`config.mk`:
```
export PLATFORM = sky130hd
export DESIGN_NAME = axil_manager_bridge
export DESIGN_NICKNAME = d
export VERILOG_FILES = /design/src/rtl/axil_manager_bridge.sv
export SDC_FILE = /design/constraint.sdc
export NUM_CORES = 1
export LEC_CHECK = 0
export ABC_AREA = 1
export CAP_MARGIN = 20
export CORE_MARGIN = 2
export CORE_UTILIZATION = 43
export DETAILED_ROUTE_END_ITERATION = 8
export PLACE_DENSITY = 0.92
export SYNTH_ARGS = -nofsm -noshare
export SYNTH_HDL_FRONTEND = slang
export SYNTH_SLANG_ARGS = --single-unit
```
`constraint.sdc`:
```
create_clock -name M_AXI_ACLK -period 2.5 [get_ports M_AXI_ACLK]
set_input_delay 0.375 -clock M_AXI_ACLK [delete_from_list [all_inputs] [get_ports M_AXI_ACLK]]
set_output_delay 0.375 -clock M_AXI_ACLK [all_outputs]
set_load 0.01 [all_outputs]
```
`src/rtl/axil_manager_bridge.sv`:
```
// Single-outstanding AXI4-Lite manager: turns a valid/ready register-access request
// into one AXI-Lite read or write and returns RDATA/RESP on a valid/ready response port.
module axil_manager_bridge #(
    parameter int         C_AXI_ADDR_WIDTH = 4,
    parameter logic [2:0] C_AXI_PROT       = 3'b000,
    localparam int        C_AXI_DATA_WIDTH = 32,
    localparam int        C_AXI_STRB_WIDTH = C_AXI_DATA_WIDTH / 8
) (
    input  logic                        M_AXI_ACLK,
    input  logic                        M_AXI_ARESET,

    input  logic                        i_req_valid,
    output logic                        o_req_ready,
    input  logic                        i_req_write,
    input  logic [C_AXI_ADDR_WIDTH-1:0] i_req_addr,
    input  logic [C_AXI_DATA_WIDTH-1:0] i_req_data,
    input  logic [C_AXI_STRB_WIDTH-1:0] i_req_strb,

    output logic                        o_rsp_valid,
    input  logic                        i_rsp_ready,
    output logic                        o_rsp_write,
    output logic [C_AXI_DATA_WIDTH-1:0] o_rsp_data,
    output logic [1:0]                  o_rsp_resp,

    output logic                        M_AXI_AWVALID,
    input  logic                        M_AXI_AWREADY,
    output logic [C_AXI_ADDR_WIDTH-1:0] M_AXI_AWADDR,
    output logic [2:0]                  M_AXI_AWPROT,

    output logic                        M_AXI_WVALID,
    input  logic                        M_AXI_WREADY,
    output logic [C_AXI_DATA_WIDTH-1:0] M_AXI_WDATA,
    output logic [C_AXI_STRB_WIDTH-1:0] M_AXI_WSTRB,

    input  logic                        M_AXI_BVALID,
    output logic                        M_AXI_BREADY,
    input  logic [1:0]                  M_AXI_BRESP,

    output logic                        M_AXI_ARVALID,
    input  logic                        M_AXI_ARREADY,
    output logic [C_AXI_ADDR_WIDTH-1:0] M_AXI_ARADDR,
    output logic [2:0]                  M_AXI_ARPROT,

    input  logic                        M_AXI_RVALID,
    output logic                        M_AXI_RREADY,
    input  logic [C_AXI_DATA_WIDTH-1:0] M_AXI_RDATA,
    input  logic [1:0]                  M_AXI_RRESP
);

    typedef enum logic [2:0] {
        IDLE,
        WR_ADDR_DATA,
        WR_RESP,
        RD_ADDR,
        RD_DATA,
        RESP
    } state_t;

    state_t                      state;
    logic [C_AXI_ADDR_WIDTH-1:0] addr_q;
    logic                        aw_finish;
    logic                        w_finish;

    assign o_req_ready  = (state == IDLE);
    assign M_AXI_AWADDR = addr_q;
    assign M_AXI_ARADDR = addr_q;
    assign M_AXI_AWPROT = C_AXI_PROT;
    assign M_AXI_ARPROT = C_AXI_PROT;

    // A channel counts as finished if it already handshook earlier or handshakes now.
    assign aw_finish = !M_AXI_AWVALID || M_AXI_AWREADY;
    assign w_finish  = !M_AXI_WVALID  || M_AXI_WREADY;

    always_ff @(posedge M_AXI_ACLK) begin
        if (M_AXI_ARESET) begin
            state         <= IDLE;
            addr_q        <= '0;
            M_AXI_WDATA   <= '0;
            M_AXI_WSTRB   <= '0;
            M_AXI_AWVALID <= 1'b0;
            M_AXI_WVALID  <= 1'b0;
            M_AXI_BREADY  <= 1'b0;
            M_AXI_ARVALID <= 1'b0;
            M_AXI_RREADY  <= 1'b0;
            o_rsp_valid   <= 1'b0;
            o_rsp_write   <= 1'b0;
            o_rsp_data    <= '0;
            o_rsp_resp    <= '0;
        end else begin
            case (state)
                IDLE: begin
                    if (i_req_valid) begin
                        addr_q      <= i_req_addr;
                        M_AXI_WDATA <= i_req_data;
                        M_AXI_WSTRB <= i_req_strb;
                        o_rsp_write <= i_req_write;
                        if (i_req_write) begin
                            M_AXI_AWVALID <= 1'b1;
                            M_AXI_WVALID  <= 1'b1;
                            state         <= WR_ADDR_DATA;
                        end else begin
                            M_AXI_ARVALID <= 1'b1;
                            state         <= RD_ADDR;
                        end
                    end
                end
                WR_ADDR_DATA: begin
                    if (M_AXI_AWREADY) M_AXI_AWVALID <= 1'b0;
                    if (M_AXI_WREADY)  M_AXI_WVALID  <= 1'b0;
                    if (aw_finish && w_finish) begin
                        M_AXI_BREADY <= 1'b1;
                        state        <= WR_RESP;
                    end
                end
                WR_RESP: begin
                    if (M_AXI_BVALID) begin
                        M_AXI_BREADY <= 1'b0;
                        o_rsp_data   <= '0;
                        o_rsp_resp   <= M_AXI_BRESP;
                        o_rsp_valid  <= 1'b1;
                        state        <= RESP;
                    end
                end
                RD_ADDR: begin
                    if (M_AXI_ARREADY) begin
                        M_AXI_ARVALID <= 1'b0;
                        M_AXI_RREADY  <= 1'b1;
                        state         <= RD_DATA;
                    end
                end
                RD_DATA: begin
                    if (M_AXI_RVALID) begin
                        M_AXI_RREADY <= 1'b0;
                        o_rsp_data   <= M_AXI_RDATA;
                        o_rsp_resp   <= M_AXI_RRESP;
                        o_rsp_valid  <= 1'b1;
                        state        <= RESP;
                    end
                end
                RESP: begin
                    if (i_rsp_ready) begin
                        o_rsp_valid <= 1'b0;
                        state       <= IDLE;
                    end
                end
                default: state <= IDLE;
            endcase
        end
    end

endmodule

```
==> impl_results.md <==
* Status: finished, final reports clean
* Worst VDD drop at around 570 uV
* P_int at ~3900 uW
* Arr. time, crit path at roughly 1700 ps
* Root Buffer: clkbuf_8
* Finish-stage setup viols at 0
* # DRC at 0
* Die Width at 95.4 um
* DP HPWL at ~7200 um
* Gate power share at 53.1%
* Post-synthesis cell area at approximately 3600 um2
* Slew margin rel. at 55.7%
* DIE HEIGHT at approximately 95 um
* Total Wirelength at 10000 um
* Global Route Usage Sum at between 20% and 30%
* IO Pins at between 150 and 200
* Clock Path Buffers at 2
* Setup_tns at 0 ps
* Layout cells sized above 1 at under 10%
* Worst Setup End Kind: primary output
* Initial Utilization at between 40% and 50%
* Yosys cell types at 28
* Sequential Power Share at 31.8%
* Post-CTS Setup Inserts at 0
* Max incr delay on CP at roughly 530 ps
* Setup WS post-layout at 440 ps
* Yosys warns at 0
* Yosys top cell by area: dfxtp_1
* Fillers at 659
* Worst-path maximum fanout at 9
* CTS sink cnt at between 80 and 90
* Hold buffers post-CTS at 0
* Wire per inst at about 13 um
* Area fraction of the dominant cell type after synthesis at 46.8%
* Sw power at 2680 uW
* Post-layout min period at between 2000 and 2500 ps
* Pre-CTS WS at a little over 500 ps
* Vias/cell at approximately 4.7
* PostCTS Resize Cnt at 0
* Synth top area cells: dfxtp_1, nor2_1, inv_1, nand2_1, o21ai_0
* Tot Pwr at ~6600 uW
* Drt first-iter violations at about 120
* GP Congestion at around 0.94
* F_max at 0.485 GHz
* Syn_area_per_cell at between 7 and 8 um2
* Startpoint Class: register
* CTS tree: built
* Core area at slightly above 8000 um2
* Setup Skew at around 13 ps
* Final Cycle Share at between 80 and 90%
* Max cap viols at 0
* Cells after Synth at about 500
* Worst Hold Class: reg2reg
* Overflow after GRT at 0
* Sw frac at about two fifths
* Skew-Pair Late Insertion Delay at around 340 ps
* Final net count at 738
* First-pass GRT wire length at ~16000 um
* Final hold vios at 0
* Die area at a little over 9000 um2
* Most common cell in the netlist: nor2_1
* Req. time, crit path at 2120 ps
* Clock transition at the registers of the reported paths at 90 ps
* Worst-path cell chain: nor2_2, nand2_1, inv_1, clkdlybuf4s50_1
* Slew @ Worst Pin at approximately 660 ps
* RSZ-0062 raised after global routing: false
* Worst path slowest cell: clkdlybuf4s50_1
* Vias in the first global route at 3502
* Async set or reset register ratio after synthesis at 0%
* Antenna violations before repair at 0
* Sequential area share after synthesis at 46.8%
* H-tree level count at 3
* Area Growth Syn to Fin at 52.7%
* Hold WS at approximately 450 ps
* Number of synthesized flops with an enable pin at 0
* Via count at approximately 3.6k
* Max-slew violations at 0
* Routed Antenna Nets at 0
* Top_reg_cell synth: dfxtp_1
* Rows at 33
* Number of diodes at 0
* Top cells by count, synth: nor2_1, dfxtp_1, inv_1
* P per Cell Area at around 1200 nW/um2
* Pin count of the biggest net entering global routing at 47
* Port bufs at approximately 170
* Clock share of power at between 10% and 20%
* TritonCTS buffer count at 9
* First drt pass iteration count at 4
* Kind of critical path: reg2out
* P_leak at about 0.0024 uW
* Flops & latches, synth at 84
-- cells by family after synthesis --
group	count (synthesis)	share of synthesized area, %
other	1	0.104
AND/OR/NAND/NOR	205	25.1
flip-flops	84	46.8
buffers and inverters	118	14.6
AO/OA/AOI/OAI	89	13.4
-- layer usage --
metal / GRT usage (%) / vias up / part of all wire [%]
li1: - / 1820 / -
met1: 24.8 / 1618 / 39
met2: 38.0 / 141 / 48
met3: 9.33 / 8 / 12
met4: 5.71 / 0 / 0.91
met5: 0 / - / 0
-- stage by stage --
stage	std cells	instance area (um2)	utilization [%]
2_1_floorplan	502	3610	-
3_3_place_gp	746	5280	64.6
3_5_place_dp	746	5280	64.6
4_1_cts	762	5490	67.2
5_1_grt	762	5490	67.2
6_report	762	5490	67.2
-- cell type report --
type / count / area, um2 / area share, %
flip-flops and latches: 84 / 1680 / 30.6
well taps: 105 / 131 / 2.39
inverters: 81 / 304 / 5.54
repair buffers: 176 / 1760 / 32.0
clock inverters: 6 / 72.6 / 1.32
multi-input cells: 300 / 1410 / 25.6
clock buffers: 10 / 138 / 2.51
-- worst max-delay path: cells and delay by family, from the launching register on --
kind	cells	cell delay, ps
buf+inv	2	630
flops	1	430
simple gates	2	280
-- power groups by stage --
stage               registers [uW]  clock network [uW]  logic [uW]
floorplan                     2270                   0        2010
global placement              2090                   0        3350
detailed placement            2110                   0        3490
CTS                           2090                1020        3520
global route                  2140                1070        3930
finish                        2090                 994        3490
-- cell usage in the layout, fill, tap and decap left out, types with 2 or more instances in the layout --
cell               n
a21oi_1           33
a21oi_2            8
buf_4              4
clkbuf_8          10
clkdlybuf4s50_1  170
clkinv_4           3
conb_1             6
dfxtp_1           84
inv_1             78
inv_2              2
nand2_1           67
nand2_2            2
nand3_1            4
nor2_1            92
nor2_4             2
nor3_1            25
nor3_2             7
o21ai_0           40
o21ai_1            6
-- registers in the layout, summed over array words and instances (netlist names), 2 cells and up --
register,cells
M_AXI_WDATA,32
o_rsp_data,32
M_AXI_ARADDR,4
M_AXI_WSTRB,4
state,3
o_rsp_resp,2
-- path summary, 6_finish.rpt --
path                                      end  slack (ps)                       start  cells after the start
hold reg to reg    o_rsp_resp[1]$_SDFFE_PP0P_         450  o_rsp_resp[1]$_SDFFE_PP0P_                      2
hold / removal     o_rsp_resp[1]$_SDFFE_PP0P_         450  o_rsp_resp[1]$_SDFFE_PP0P_                      2
setup / recovery                  o_req_ready         440       state[2]$_SDFFE_PP0P_                      4
setup reg to reg  o_rsp_data[25]$_SDFFE_PP0P_         620       state[0]$_SDFFE_PP0P_                      6
(Power assumes the default switching activity.)
